**config.mk**
```make
export PLATFORM = sky130hd
export DESIGN_NAME = alu_ctrl_md
export DESIGN_NICKNAME = d
export VERILOG_FILES = /design/src/rtl/alu_defs_pkg.sv /design/src/rtl/md_iter_core.sv /design/src/rtl/alu_ctrl_md.sv
export SDC_FILE = /design/constraint.sdc
export NUM_CORES = 1
export LEC_CHECK = 0
export ABC_AREA = 0
export ABC_CLOCK_PERIOD_IN_PS = 6600
export BUFFER_PORTS_ARGS = -buffer_cell sky130_fd_sc_hd__buf_2
export CORE_ASPECT_RATIO = 1.1
export CORE_MARGIN = 1
export CORE_UTILIZATION = 55
export CTS_BUF_LIST = sky130_fd_sc_hd__clkbuf_2
export DETAILED_ROUTE_END_ITERATION = 10
export PLACE_DENSITY = 0.77
export SLEW_MARGIN = 5
export SYNTH_ARGS = -nofsm -noshare
export SYNTH_HDL_FRONTEND = slang
export SYNTH_HIERARCHICAL = 1
export SYNTH_SLANG_ARGS = --single-unit
```
**constraint.sdc**
```tcl
create_clock -name clk -period 6.6 [get_ports clk]
set_input_delay 0.99 -clock clk [delete_from_list [all_inputs] [get_ports clk]]
set_output_delay 0.99 -clock clk [all_outputs]
set_load 0.005 [all_outputs]
```
**src/rtl/alu_defs_pkg.sv**
```systemverilog
// Shared encodings for the ALU control decoder and the mult/div sequencer.
package alu_defs_pkg;

    // ALU operation select
    localparam logic [3:0] ALU_AND     = 4'b0000;
    localparam logic [3:0] ALU_OR      = 4'b0001;
    localparam logic [3:0] ALU_ADD     = 4'b0010;
    localparam logic [3:0] ALU_XOR     = 4'b0011;
    localparam logic [3:0] ALU_NOR     = 4'b0100;
    localparam logic [3:0] ALU_SLTU    = 4'b0101;
    localparam logic [3:0] ALU_SUB     = 4'b0110;
    localparam logic [3:0] ALU_SLT     = 4'b0111;
    localparam logic [3:0] ALU_SLL     = 4'b1000;
    localparam logic [3:0] ALU_SRL     = 4'b1001;
    localparam logic [3:0] ALU_SRA     = 4'b1010;
    localparam logic [3:0] ALU_PASS_HI = 4'b1011;
    localparam logic [3:0] ALU_PASS_LO = 4'b1100;

    // ALUOp from the main decoder
    localparam logic [1:0] ALUOP_ADD   = 2'b00;
    localparam logic [1:0] ALUOP_SUB   = 2'b01;
    localparam logic [1:0] ALUOP_RTYPE = 2'b10;
    localparam logic [1:0] ALUOP_OR    = 2'b11;

    // R-type funct field values
    localparam logic [5:0] F_SLL   = 6'b000000;
    localparam logic [5:0] F_SRL   = 6'b000010;
    localparam logic [5:0] F_SRA   = 6'b000011;
    localparam logic [5:0] F_MFHI  = 6'b010000;
    localparam logic [5:0] F_MTHI  = 6'b010001;
    localparam logic [5:0] F_MFLO  = 6'b010010;
    localparam logic [5:0] F_MTLO  = 6'b010011;
    localparam logic [5:0] F_MULT  = 6'b011000;
    localparam logic [5:0] F_MULTU = 6'b011001;
    localparam logic [5:0] F_DIV   = 6'b011010;
    localparam logic [5:0] F_DIVU  = 6'b011011;
    localparam logic [5:0] F_ADD   = 6'b100000;
    localparam logic [5:0] F_ADDU  = 6'b100001;
    localparam logic [5:0] F_SUB   = 6'b100010;
    localparam logic [5:0] F_SUBU  = 6'b100011;
    localparam logic [5:0] F_SLT   = 6'b101010;
    localparam logic [5:0] F_SLTU  = 6'b101011;

    typedef enum logic {
        MD_IDLE = 1'b0,
        MD_BUSY = 1'b1
    } md_state_e;

    // Step counter width for a WIDTH-step iteration
    function automatic int md_cnt_width(input int width);
        return $clog2(width);
    endfunction

endpackage

```
**src/rtl/md_iter_core.sv**
```systemverilog
// Radix-2 unsigned iterative datapath shared by multiply (shift-add) and
// divide (restoring). Operands are magnitudes; sign handling is upstream.
// hi_nxt/lo_nxt are the register values after the current step, so the
// owner can capture the final result on the same edge as the last step.
module md_iter_core #(
    parameter int WIDTH = 32
) (
    input  logic             clk,
    input  logic             rst,
    input  logic             load,
    input  logic             step,
    input  logic             div_mode,
    input  logic [WIDTH-1:0] a_mag,
    input  logic [WIDTH-1:0] b_mag,
    output logic [WIDTH-1:0] hi_nxt,
    output logic [WIDTH-1:0] lo_nxt
);

    // acc: partial product high half / partial remainder
    // low: multiplier shifting out / quotient shifting in
    logic [WIDTH-1:0] acc_q, acc_d;
    logic [WIDTH-1:0] low_q, low_d;
    logic [WIDTH-1:0] b_q, b_d;
    logic             div_q, div_d;

    logic [WIDTH:0]   mul_sum;
    logic [WIDTH:0]   div_sh;
    logic             div_ge;
    logic [WIDTH-1:0] div_diff;

    // One multiply or divide step computed from the current registers
    always_comb begin
        mul_sum  = {1'b0, acc_q} + (low_q[0] ? {1'b0, b_q} : {(WIDTH+1){1'b0}});
        div_sh   = {acc_q, low_q[WIDTH-1]};
        div_ge   = (div_sh >= {1'b0, b_q});
        // The true difference is below 2^WIDTH whenever it is kept, so the
        // low WIDTH bits are exact even if div_sh overflowed WIDTH bits.
        div_diff = div_sh[WIDTH-1:0] - b_q;
        if (div_q) begin
            hi_nxt = div_ge ? div_diff : div_sh[WIDTH-1:0];
            lo_nxt = {low_q[WIDTH-2:0], div_ge};
        end else begin
            hi_nxt = mul_sum[WIDTH:1];
            lo_nxt = {mul_sum[0], low_q[WIDTH-1:1]};
        end
    end

    // Load operands on start, advance one step per enable
    always_comb begin
        acc_d = acc_q;
        low_d = low_q;
        b_d   = b_q;
        div_d = div_q;
        if (load) begin
            acc_d = '0;
            low_d = a_mag;
            b_d   = b_mag;
            div_d = div_mode;
        end else if (step) begin
            acc_d = hi_nxt;
            low_d = lo_nxt;
        end
    end

    // Datapath registers
    always_ff @(posedge clk) begin
        if (rst) begin
            acc_q <= '0;
            low_q <= '0;
            b_q   <= '0;
            div_q <= 1'b0;
        end else begin
            acc_q <= acc_d;
            low_q <= low_d;
            b_q   <= b_d;
            div_q <= div_d;
        end
    end

endmodule

```
**src/rtl/alu_ctrl_md.sv**
```systemverilog
// ALU control decode plus the multi-cycle mult/div sequencer owning HI/LO.
//
//   state   | meaning
//   --------+--------------------------------------------------------
//   MD_IDLE | no mult/div in flight; mthi/mtlo and new starts accepted
//   MD_BUSY | iterating, one radix-2 step per cycle, pipeline stalled
module alu_ctrl_md
    import alu_defs_pkg::*;
#(
    parameter int WIDTH = 32
) (
    input  logic             clk,
    input  logic             rst,
    input  logic [1:0]       ALUOp,
    input  logic [5:0]       funct,
    input  logic             valid,
    input  logic             flush,
    input  logic [WIDTH-1:0] src_a,
    input  logic [WIDTH-1:0] src_b,
    output logic [3:0]       ALUControl,
    output logic             md_stall,
    output logic             md_done,
    output logic [WIDTH-1:0] hi,
    output logic [WIDTH-1:0] lo
);

    localparam int CW = md_cnt_width(WIDTH);
    localparam logic [CW-1:0] CNT_LAST = CW'(WIDTH - 1);

    md_state_e        state_q, state_d;
    logic [CW-1:0]    cnt_q, cnt_d;
    logic [WIDTH-1:0] hi_q, hi_d;
    logic [WIDTH-1:0] lo_q, lo_d;
    logic             done_q, done_d;
    logic             op_div_q, op_div_d;
    logic             neg_lo_q, neg_lo_d;
    logic             neg_hi_q, neg_hi_d;
    logic             bzero_q, bzero_d;

    logic             start, md_start;
    logic             is_md_op, op_signed, sign_a, sign_b;
    logic [WIDTH-1:0] a_mag, b_mag;
    logic             core_load, core_step;
    logic [WIDTH-1:0] core_hi, core_lo;
    logic [2*WIDTH-1:0] prod;

    // Combinational ALU operation decode
    always_comb begin
        ALUControl = ALU_AND;
        case (ALUOp)
            ALUOP_ADD: ALUControl = ALU_ADD;
            ALUOP_SUB: ALUControl = ALU_SUB;
            ALUOP_OR:  ALUControl = ALU_OR;
            default: begin
                if (funct[5:2] == 4'b1001) begin
                    case (funct[1:0])
                        2'b00:   ALUControl = ALU_AND;
                        2'b01:   ALUControl = ALU_OR;
                        2'b10:   ALUControl = ALU_XOR;
                        default: ALUControl = ALU_NOR;
                    endcase
                end else begin
                    case (funct)
                        F_ADD, F_ADDU: ALUControl = ALU_ADD;
                        F_SUB, F_SUBU: ALUControl = ALU_SUB;
                        F_SLT:         ALUControl = ALU_SLT;
                        F_SLTU:        ALUControl = ALU_SLTU;
                        F_SLL:         ALUControl = ALU_SLL;
                        F_SRL:         ALUControl = ALU_SRL;
                        F_SRA:         ALUControl = ALU_SRA;
                        F_MFHI:        ALUControl = ALU_PASS_HI;
                        F_MFLO:        ALUControl = ALU_PASS_LO;
                        default:       ALUControl = ALU_AND;
                    endcase
                end
            end
        endcase
    end

    // Start qualification and operand magnitudes for the iterative core
    always_comb begin
        // done_q blocks the instruction still sitting in EX on its
        // completion cycle from being taken as a fresh request.
        start     = valid && (ALUOp == ALUOP_RTYPE) && !flush &&
                    (state_q == MD_IDLE) && !done_q;
        is_md_op  = (funct[5:2] == 4'b0110);
        md_start  = start && is_md_op;
        op_signed = !funct[0];
        sign_a    = op_signed && src_a[WIDTH-1];
        sign_b    = op_signed && src_b[WIDTH-1];
        a_mag     = sign_a ? -src_a : src_a;
        b_mag     = sign_b ? -src_b : src_b;
    end

    md_iter_core #(.WIDTH(WIDTH)) u_core (
        .clk      (clk),
        .rst      (rst),
        .load     (core_load),
        .step     (core_step),
        .div_mode (funct[1]),
        .a_mag    (a_mag),
        .b_mag    (b_mag),
        .hi_nxt   (core_hi),
        .lo_nxt   (core_lo)
    );

    // Sequencer next state, HI/LO updates and result sign correction
    always_comb begin
        state_d   = state_q;
        cnt_d     = cnt_q;
        hi_d      = hi_q;
        lo_d      = lo_q;
        done_d    = 1'b0;
        op_div_d  = op_div_q;
        neg_lo_d  = neg_lo_q;
        neg_hi_d  = neg_hi_q;
        bzero_d   = bzero_q;
        core_load = md_start;
        core_step = 1'b0;
        prod      = {core_hi, core_lo};

        case (state_q)
            MD_IDLE: begin
                if (md_start) begin
                    state_d  = MD_BUSY;
                    cnt_d    = '0;
                    op_div_d = funct[1];
                    // mult: one sign for the whole product
                    // div: quotient sign from both, remainder follows dividend
                    neg_lo_d = sign_a ^ sign_b;
                    neg_hi_d = funct[1] ? sign_a : (sign_a ^ sign_b);
                    bzero_d  = (src_b == '0);
                end else if (start && (funct == F_MTHI)) begin
                    hi_d = src_a;
                end else if (start && (funct == F_MTLO)) begin
                    lo_d = src_a;
                end
            end
            default: begin
                if (flush) begin
                    state_d = MD_IDLE;
                    cnt_d   = '0;
                end else begin
                    core_step = 1'b1;
                    cnt_d     = cnt_q + 1'b1;
                    if (cnt_q == CNT_LAST) begin
                        state_d = MD_IDLE;
                        cnt_d   = '0;
                        done_d  = 1'b1;
                        if (op_div_q) begin
                            // The core already leaves the dividend in the
                            // remainder for a zero divisor; the quotient is
                            // forced so the signed case is not negated.
                            lo_d = bzero_q ? '1 : (neg_lo_q ? -core_lo : core_lo);
                            hi_d = neg_hi_q ? -core_hi : core_hi;
                        end else begin
                            if (neg_lo_q) begin
                                prod = -{core_hi, core_lo};
                            end
                            hi_d = prod[2*WIDTH-1:WIDTH];
                            lo_d = prod[WIDTH-1:0];
                        end
                    end
                end
            end
        endcase
    end

    // Sequencer and HI/LO registers
    always_ff @(posedge clk) begin
        if (rst) begin
            state_q  <= MD_IDLE;
            cnt_q    <= '0;
            hi_q     <= '0;
            lo_q     <= '0;
            done_q   <= 1'b0;
            op_div_q <= 1'b0;
            neg_lo_q <= 1'b0;
            neg_hi_q <= 1'b0;
            bzero_q  <= 1'b0;
        end else begin
            state_q  <= state_d;
            cnt_q    <= cnt_d;
            hi_q     <= hi_d;
            lo_q     <= lo_d;
            done_q   <= done_d;
            op_div_q <= op_div_d;
            neg_lo_q <= neg_lo_d;
            neg_hi_q <= neg_hi_d;
            bzero_q  <= bzero_d;
        end
    end

    assign md_stall = md_start || (state_q == MD_BUSY);
    assign md_done  = done_q;
    assign hi       = hi_q;
    assign lo       = lo_q;

endmodule

```
After elaboration in Yosys (flattened, before gate mapping)
Cells that the tools add are included.
Word-level totals
  register bits: 172
  output and inout bits: 70
  logic and storage cells: 117
Cells by class
  add/sub/neg operators: 8
  order comparisons: 1
  equality and inequality tests: 24
  multiplexer cells: 41
  bitwise gates (word level): 2
  reductions and logical operators: 28
Operators with widths (number)
  $mux 32: 24
  $neg 32->32: 4
  $mux 64: 1
  $neg 64->64: 1
  $eq 6x6->1 const B: 6
  $pmux 4 s9: 1
  $add 32x33->33: 1
  $ge 33x32->1: 1
  $logic_not 32->1: 1
  $sub 32x32->32: 1
  $eq 6x5->1 const B: 4
  $mux 5: 4
  $eq 6x2->1 const B: 2
  $pmux 4 s3: 1
  $logic_and 1x1->1: 9
  $pmux 3 s3: 1
  $mux 1: 8
  $reduce_bool 2->1: 4
  $eq 2x2->1 const B: 3
  $logic_not 6->1: 1
  $ne 2x2->1 const B: 3
  $reduce_or 2->1: 3
  $add 5x1->5 const B: 1
  $eq 5x5->1 const B: 1
  other kinds (14): 18

Longest topological paths before layout
Gate-level depths: netlist of run 1.
  depth after elaboration: 10
  depth in mapped cells: 23
  gate-level depth less buffers: 19

Cells and area by module
Netlist of run 1, hierarchy kept.
By module, submodules not included
  md_iter_core: instances 1, cells an instance 1148, area each 8585.7 um^2
  alu_ctrl_md: instances 1, cells an instance 918, area each 6698.9 um^2

Least setup slack after synthesis of run 1
OpenSTA, ideal clock, no wires.
  kind: register to register
  start: reg u_core.b_q[6]
  end: reg hi_q[30] (netlist: hi[30])
  library setup time: 114 ps
  arrival: 4746 ps
  setup slack: 1740 ps
  cell stages (with the launch flop): 23
  clock period less this slack: 4860 ps
  path through: dfxtp_1 > inv_1 > ha_1 > a21o_1 > a221o_1 > a311oi_2 > a31oi_4 > o21ai_4 > o21ai_4 > buf_6 > buf_6 > o211ai_1 > nand2_1 > clkbuf_1 > inv_1 > ha_1 > nor4b_1 > and2_0 > clkbuf_1 > nand3_1 > nor4_1 > mux2i_1 > a2111oi_0
Between the ends
  cells in the longest elaborated chain, start to end: 9
  elaborated cells on any way between the ends: 15
  those cells by class: 4 x add/sub; 1 x order compare; 10 x mux
Ends and longest elaborated chain
  start: declaration: RTL line md_iter_core.sv:23  | logic [WIDTH-1:0] b_q, b_d;
  start signal: assignment: RTL line md_iter_core.sv:70  | b_q <= '0;
  start signal: assignment: RTL line md_iter_core.sv:75  | b_q <= b_d;
  $ge 33x32->1 *: RTL line md_iter_core.sv:35  | div_ge = (div_sh >= {1'b0, b_q});
  $mux 32 *: RTL line md_iter_core.sv:40  | hi_nxt = div_ge ? div_diff : div_sh[WIDTH-1:0];
  $mux 32 *: RTL line md_iter_core.sv:39  | if (div_q) begin
  via core_hi[0]: RTL line alu_ctrl_md.sv:44  | logic [WIDTH-1:0] core_hi, core_lo;
  $neg 64->64 / $neg 32->32 (equally long branches): RTL line alu_ctrl_md.sv:158, alu_ctrl_md.sv:155
  $mux 64 / $mux 32 (equally long branches): RTL line alu_ctrl_md.sv:157, alu_ctrl_md.sv:155
  $mux 32 *: RTL line alu_ctrl_md.sv:150  | if (op_div_q) begin
  $mux 32 *: RTL line alu_ctrl_md.sv:146  | if (cnt_q == CNT_LAST) begin
  $mux 32 *: RTL line alu_ctrl_md.sv:140  | if (flush) begin
  $mux 32 *: RTL line alu_ctrl_md.sv:122  | case (state_q)
  end signal: assignment: RTL line alu_ctrl_md.sv:184  | hi_q <= hi_d;
  end: declaration: RTL line alu_ctrl_md.sv:32  | logic [WIDTH-1:0] hi_q, hi_d;
The timed path passes the listed nets; every way through them passes the cells marked *. The select of a mux whose other input is x is not followed.
A chain may end at the register's enable or synchronous reset.

Worst setup path in the final report of run 1
  start: reg u_core.low_q[0]
  end: reg hi_q[25] (netlist: hi[25])
Between the ends
  cells in the longest elaborated chain, start to end: 9
  elaborated cells on any way between the ends: 12
  those cells by class: 3 x add/sub; 9 x mux
Ends and longest elaborated chain
  start: declaration: RTL line md_iter_core.sv:22  | logic [WIDTH-1:0] low_q, low_d;
  start signal: assignment: RTL line md_iter_core.sv:74  | low_q <= low_d;
  $mux 32 *: RTL line md_iter_core.sv:33  | mul_sum = {1'b0, acc_q} + (low_q[0] ? {1'b0, b_q} : {(WIDTH+1){1'b0}});
  $add 32x33->33 *: RTL line md_iter_core.sv:33
  $mux 32 *: RTL line md_iter_core.sv:39
  via core_hi[15]: RTL line alu_ctrl_md.sv:44
  $neg 64->64 / $neg 32->32 (equally long branches): RTL line alu_ctrl_md.sv:158, alu_ctrl_md.sv:155
  $mux 64 / $mux 32 (equally long branches): RTL line alu_ctrl_md.sv:157, alu_ctrl_md.sv:155
  $mux 32 *: RTL line alu_ctrl_md.sv:150
  $mux 32 *: RTL line alu_ctrl_md.sv:146
  $mux 32 *: RTL line alu_ctrl_md.sv:140
  $mux 32 *: RTL line alu_ctrl_md.sv:122
Marked as above.

==> metrics.csv, run 1 <==
stage,metric,value,unit
synthesis,yosys_warnings,6,
grt,grt_pass1_wl,87800,um
run,max_cap_violations,0,
synthesis,synthCells,2066,
setup_path,crit_arrival,6.26,ns
drt,drc,0,
final_layout,fin_nets,2284,
place,portBuffers,145,
worst_hold_path,hold_path.startpoint,src_b[0],
cts,clk_latency,0.86,ns
grt,met1_usage,0.453,
final_layout,fin_util,0.605,
grt,grt_use_met2,0.663,
timing,whs,0.443,ns
synthesis,netlist.top_cell.by_area,dfxtp_1,
synthesis,synth_area_per_cell,7.40,sq um
cts,clock_path_buffers,2,
cts,cts_tree,built,
setup_path,cp_top_family,compound AO/OA/AOI/OAI gates,
timing,tightest_slew,1.19,ns
place,placed_cells,2468,
setup_path,path_buf_inv,1,
synthesis,syn_area,15300,sq um
power_and_ir_drop,p_leak,6.86,nW
synthesis,synth_top_area_share,0.225,
power_and_ir_drop,vdd_drop_max,0.0762,mV
drt,finalWirelength,56900,um
setup_path,rr_startpoint,u_core/low_q[0]$_SDFFE_PP0P_,
timing,fin_crit_sh,0.832,
setup_path,crit_path_start_kind,flip-flop,
grt,top_usage_layer,met2,
place,hpwlAfterDp,43100,um
worst_hold_path,worstHoldEndpoint,u_core/b_q[0]$_SDFFE_PP0P_,
setup_path,crit_path_cell_trace,"and2_1, ha_1, fa_1, a211oi_1, o31a_1, a211oi_1, o21ai_0, o21bai_1, a21oi_1, xnor2_1, nor2_1, nor2_1, nor4_1, buf_4, nand3b_1, o41ai_1, a22oi_1, xnor2_1, a221oi_1",
floorplanning,start_util,0.564,
drt,vias,16400,
setup_path,regToRegSetupSlack,1.11,ns
worst_hold_path,hp-class,in -> reg,
worst_hold_path,holdPathStages,3,
synthesis,synth_fp_nets,2220,
power_and_ir_drop,p_per_area,116,nW/um^2
floorplanning,io-pin-count,146,
timing,hold_violations,0,
cts,cts-root-buf,clkbuf_2,
grt,grt_usage,0.398,
timing,tns,0,ns
floorplanning,core,27100,sq um
final_layout,nFillCells,2650,
cts,cts_buffers,17,
cts,postCtsSetupBuffers,0,
drt,antenna_left,0,
synthesis,synth.distinct_cells,92,
setup_path,worstSetupPathType,reg -> reg,
cts,cts_sinks,172,
drt,first_pass_iters,6,
setup_path,slowest_delay,0.87,ns
floorplanning,die_width,161,um
setup_path,cp.required,7.37,ns
synthesis,ys.flop_type,dfxtp_1,
drt,drt-initial-drc-count,1795,
grt,antenna_found_initial,1,
cts,ctsHtreeMaxLevel,4,
setup_path,r2r_end,hi[25]$_SDFFE_PP0P_,
timing,relSlewSlack,0.204,
setup_path,crit_slowest_cell,dfxtp_1,
cts,cts_resized,0,
status,status,finished clean,
cts,cts.reportedPaths.clkPinSlew,0.29,ns
timing,drv_slew,0,
drt,drt-vias-per-instance,6.56,
synthesis,synth_enable_flop_cells,0,
grt,grt_pass1_vias,15400,
final_layout,syn2layout_area_growth,7.33,%
synthesis,synth_area_leaders,"dfxtp_1 23%, a21oi_1 6.4%, ha_1 6.2%",
synthesis,synthArstFlopShare,0,
final_layout,final_layout_size_suffix_gt1_frac,0.130,
floorplanning,dieArea,28500,sq um
setup_path,path_max_fanout,21,
floorplanning,rows,63,
grt,grt_overflow,0,
synthesis,ys_seq_elements,172,
timing,period_minus_slack,5.49,ns
timing,rsz0062_at_grt,false,
timing,setup_violations,0,
timing,fmax,182,MHz
place,gp_congestion,1.01,
drt,routedWlPerCell,22.8,um
floorplanning,die_height,177,um
setup_path,cp-end-kind,flip-flop,
setup_path,ff2ff_path_depth,19,
grt,grt_max_degree,92,
synthesis,seq_area_frac_synth,0.225,
grt,grtUsageMet3,0.0771,
final_layout,instances_no_fill,2501,
cts,hold_buffers,0,
timing,skew,0.0443,ns
[flip-flops by register name (all words and copies together), names as in the netlist]
name,cells
lo,32
neg_lo_q,1
u_core/div_q,1
bzero_q,1
state_q,1
neg_hi_q,1
md_done,1
u_core/b_q,32
hi,32
cnt_q,5
op_div_q,1
u_core/acc_q,32
u_core/low_q,32
[worst max-delay path by stage]
stage	depth (start not counted)	to	startpoint
after detailed placement	19	hi[30]$_SDFFE_PP0P_	u_core/b_q[1]$_SDFFE_PP0P_
after global routing	19	hi[25]$_SDFFE_PP0P_	u_core/low_q[0]$_SDFFE_PP0P_
final	19	hi[25]$_SDFFE_PP0P_	u_core/low_q[0]$_SDFFE_PP0P_
after CTS	19	hi[30]$_SDFFE_PP0P_	u_core/b_q[15]$_SDFFE_PP0P_
after global placement	19	hi[30]$_SDFFE_PP0P_	u_core/b_q[1]$_SDFFE_PP0P_
after floorplan	22	hi[30]$_SDFFE_PP0P_	u_core/b_q[6]$_SDFFE_PP0P_
[worst reg2reg max path: stages, from the launching register on]
cell and delay [ns]:
dfxtp_1 0.87, and2_1 0.23, ha_1 0.20, fa_1 0.25, a211oi_1 0.10, o31a_1 0.34, a211oi_1 0.46, o21ai_0 0.35
o21bai_1 0.35, a21oi_1 0.13, xnor2_1 0.14, nor2_1 0.18, nor2_1 0.20, nor4_1 0.23, buf_4 0.19, nand3b_1 0.19
o41ai_1 0.39, a22oi_1 0.12, xnor2_1 0.21, a221oi_1 0.30
[logic make-up (layout without fill, tap and decap cells)]
kind of cell               count (synthesis)  in the layout  share of synthesized area
and+or+nand+nor                          775            775                      0.252
AOI/OAI and AO/OA                        596            596                      0.256
buffers and inverters                    200            277                     0.0519
DFF                                      172            172                      0.225
xor gates and xnor gates                 161            161                     0.0923
muxes                                     84             84                     0.0577
adders and majority gates                 78             78                     0.0648
other                                      0              1                          0
[cells in the final DEF, fill, tap and decap left out, types with 28 or more instances in the layout]
master	instances
a21o_1	33
a21oi_1	195
a31oi_1	35
and2_1	43
buf_2	144
dfxtp_1	170
ha_1	76
inv_1	70
mux2_2	33
mux2i_1	51
nand2_1	187
nand3_1	43
nor2_1	232
nor3_1	42
o21ai_0	94
o221ai_1	28
or3_1	50
xnor2_1	84
xor2_1	77
[final cells by class]
| type | instances | area [sq um] | share of cell area |
|---|---|---|---|
| multi-input cells | 1694 | 11100 | 0.675 |
| inverters | 74 | 279 | 0.0170 |
| flip-flops and latches | 172 | 3450 | 0.210 |
| diodes | 1 | 2.50 | 0.000153 |
| clock buffers | 17 | 85.1 | 0.00519 |
| repair buffers | 171 | 923 | 0.0563 |
| clock inverters | 15 | 154 | 0.00938 |
| well taps | 357 | 447 | 0.0272 |
[power breakdown]
group / internal [W] / total, W / switching (W)
Sequential: 0.00105 / 0.00105 / 0.00000227
Combinational: 0.0000856 / 0.000250 / 0.000164
Clock: 0.000126 / 0.000598 / 0.000472
Total: 0.00126 / 0.00190 / 0.000639
[layer usage]
metal  up-vias  routed length [um]
li1       7654                   -
met1      7666               21300
met2       884               26200
met3       197                4630
met4         0                4810
met5         -                   0
[Yosys cell counts (5+ instances only)]
cell	instances
o22ai_1	20
a21oi_1	196
nor3b_1	20
nand4_1	21
ha_1	76
and2_1	43
o31ai_1	25
o221ai_1	28
nand3b_1	6
a22oi_1	9
a2111oi_0	5
nand2_1	187
xor2_1	77
a21boi_0	5
o211ai_1	16
xnor2_1	84
nand2b_1	8
nor4b_1	5
nand3_1	43
or4_1	18
clkbuf_1	107
dfxtp_1	172
buf_2	6
a211oi_1	23
or3_1	50
o41ai_1	13
o21ai_0	94
and3_1	19
nor4_1	27
o21a_1	14
nor3_1	42
a31oi_1	35
a21o_1	33
inv_1	71
a211o_1	9
o21bai_1	8
or2_2	9
buf_1	7
nor2b_1	22
mux2i_1	51
nor2_1	232
mux2_2	33
a221oi_1	5
[metrics by stage]
stage	instance area [sq um]	power [W]	setup WS, ns
5_1_grt	16400	0.00196	0.740
6_report	16400	0.00190	1.11
4_1_cts	16400	0.00189	1.20
2_1_floorplan	15300	0.00120	1.74
3_5_place_dp	16200	0.00131	1.28
3_3_place_gp	16200	0.00130	1.35
Power figures use the tool's default switching activity.
==> run 2, diff against run 1 <==
- ABC_CLOCK_PERIOD_IN_PS: 6600 -> 5120
- clock period: 6.6 -> 5.12 ns (I/O delays scaled with it)
==> metrics.csv, run 2 (same netlist as run 1, synthesis figures left out) <==
stage,metric,value,unit
status,status,finished clean,
grt,grt_usage,0.404,
setup_path,ff2ff_path_depth,16,
floorplanning,dieArea,28500,sq um
setup_path,cp-end-kind,flip-flop,
setup_path,crit_path_start_kind,flip-flop,
final_layout,instances_no_fill,2562,
cts,cts-root-buf,clkbuf_2,
drt,drc,0,
floorplanning,io-pin-count,146,
timing,drv_slew,0,
final_layout,fin_util,0.626,
place,gp_congestion,1.02,
drt,drt-vias-per-instance,6.60,
cts,clock_path_buffers,2,
timing,fin_crit_sh,0.976,
drt,routedWlPerCell,22.7,um
setup_path,crit_path_cell_trace,"inv_1, ha_1, a21o_1, a221o_1, a311oi_4, a31oi_4, o21ai_4, o21ai_4, buf_4, o211ai_1, nand2_1, or4_1, or4_1, nor4_1, mux2i_1, a2111oi_0",
cts,cts_buffers,17,
worst_hold_path,holdPathStages,3,
final_layout,final_common_cell,nor2_1,
timing,setup_violations,0,
power_and_ir_drop,p_leak,7.16,nW
worst_hold_path,hp-class,in -> reg,
cts,cts_tree,built,
final_layout,multi_input_area,11200,sq um
timing,hold_violations,0,
cts,hold_buffers,0,
power_and_ir_drop,vdd_drop_max,0.105,mV
place,pre_cts_ws,0.0340,ns
grt,antenna_found_initial,3,
final_layout,final_cell_mix,"232 x nor2_1, 195 x a21oi_1, 187 x nand2_1",
final_layout,nFillCells,2544,
timing,skew,0.0583,ns
place,hpwlAfterDp,44300,um
drt,antenna_left,0,
place,placed_cells,2518,
timing,relSlewSlack,0.208,
floorplanning,die_width,161,um
final_layout,fin_nets,2343,
timing,period_minus_slack,5.00,ns
cts,cts.reportedPaths.clkPinSlew,0.30,ns
final_layout,final_layout_size_suffix_gt1_frac,0.158,
place,portBuffers,145,
drt,finalWirelength,58300,um
drt,vias,16900,
cts,clk_latency,0.87,ns
timing,rsz0062_at_grt,true,
run,max_cap_violations,0,
grt,grt_max_degree,89,
setup_path,worstSetupPathType,reg -> reg,
grt,grt_overflow,0,
setup_path,slowest_delay,0.62,ns
setup_path,crit_arrival,5.73,ns
timing,finalWorstSetupSlack,0.122,ns
final_layout,seq_area,3450,sq um
drt,drt-initial-drc-count,2250,
setup_path,crit_slowest_cell,or4_1,
timing,tns,0,ns
power_and_ir_drop,power,0.00248,W
timing,fmax,200,MHz
setup_path,cp.required,5.86,ns
drt,first_pass_iters,6,
floorplanning,die_height,177,um
final_layout,syn2layout_area_growth,11.1,%
floorplanning,start_util,0.564,
power_and_ir_drop,p_per_area,146,nW/um^2
floorplanning,core,27100,sq um
floorplanning,rows,63,
setup_path,path_max_fanout,9,
timing,tightest_slew,1.19,ns
grt,grt_pass1_wl,88700,um
cts,cts_sinks,172,
cts,ctsHtreeMaxLevel,4,
grt,grt_pass1_vias,15600,
run 2: cell count changes in the layout (fill, tap and decap cells not counted), sizes merged:
cell,before,now
buf,171,226
clkbuf,17,18
o21ai,99,101
diode,1,3
o21a,15,16
run 2: what timing repair did:
action | in CTS | in global routing
buffers inserted | 0 | 6
resized for setup | 1 | 15
setup endpoints to repair | 1 | 27
gates cloned | 0 | 3
pin swaps | 1 | 7
run 2: worst paths after layout:
check,from,slack (ns),endpoint
worst max-delay path,u_core/b_q[6]$_SDFFE_PP0P_,0.12,hi[30]$_SDFFE_PP0P_
worst min-delay path,src_a[0],0.21,u_core/low_q[0]$_SDFFE_PP0P_
worst max register to register,u_core/b_q[6]$_SDFFE_PP0P_,0.12,hi[30]$_SDFFE_PP0P_
worst min register to register,lo[23]$_SDFFE_PP0P_,0.47,lo[23]$_SDFFE_PP0P_
run 2: per-stage QoR:
step / instance area (sq um) / hold slack, ns
after floorplan: 15300 / 0.432
after global placement: 16600 / 0.437
after detailed placement: 16600 / 0.445
after CTS: 16800 / 0.142
after global routing: 17000 / 0.154
final: 17000 / 0.213
run 2: critical path, delay by kind of cell (launching register included):
family | cells | cell delay, ns
compound gates | 8 | 2.27
buf+inv | 2 | 0.27
flops | 1 | 0.43
mux | 1 | 0.12
fa+ha+maj | 1 | 0.35
simple gates | 4 | 1.46
run 2: metal layers:
metal  vias to the layer above  track usage  part of all wire
li1                       7772            -                 -
met2                       955        0.684              0.46
met1                      7914        0.456              0.37
met4                         0        0.313             0.092
met3                       281       0.0616             0.080
met5                         -            0                 0
run 2: report_power, final:
group | leakage [nW] | internal [W] | switching [W]
Clock | 0.150 | 0.000171 | 0.000622
Sequential | 1.39 | 0.00135 | 0.00000269
Combinational | 5.62 | 0.000117 | 0.000220
run 2: layout make-up:
| type | count | area share |
|---|---|---|
| multi-input cells | 1697 | 0.659 |
| flip-flops and latches | 172 | 0.203 |
| repair buffers | 227 | 0.0799 |
| well taps | 357 | 0.0263 |
| inverters | 74 | 0.0164 |
| clock inverters | 15 | 0.0102 |
| clock buffers | 17 | 0.00501 |
| diodes | 3 | 0.000442 |
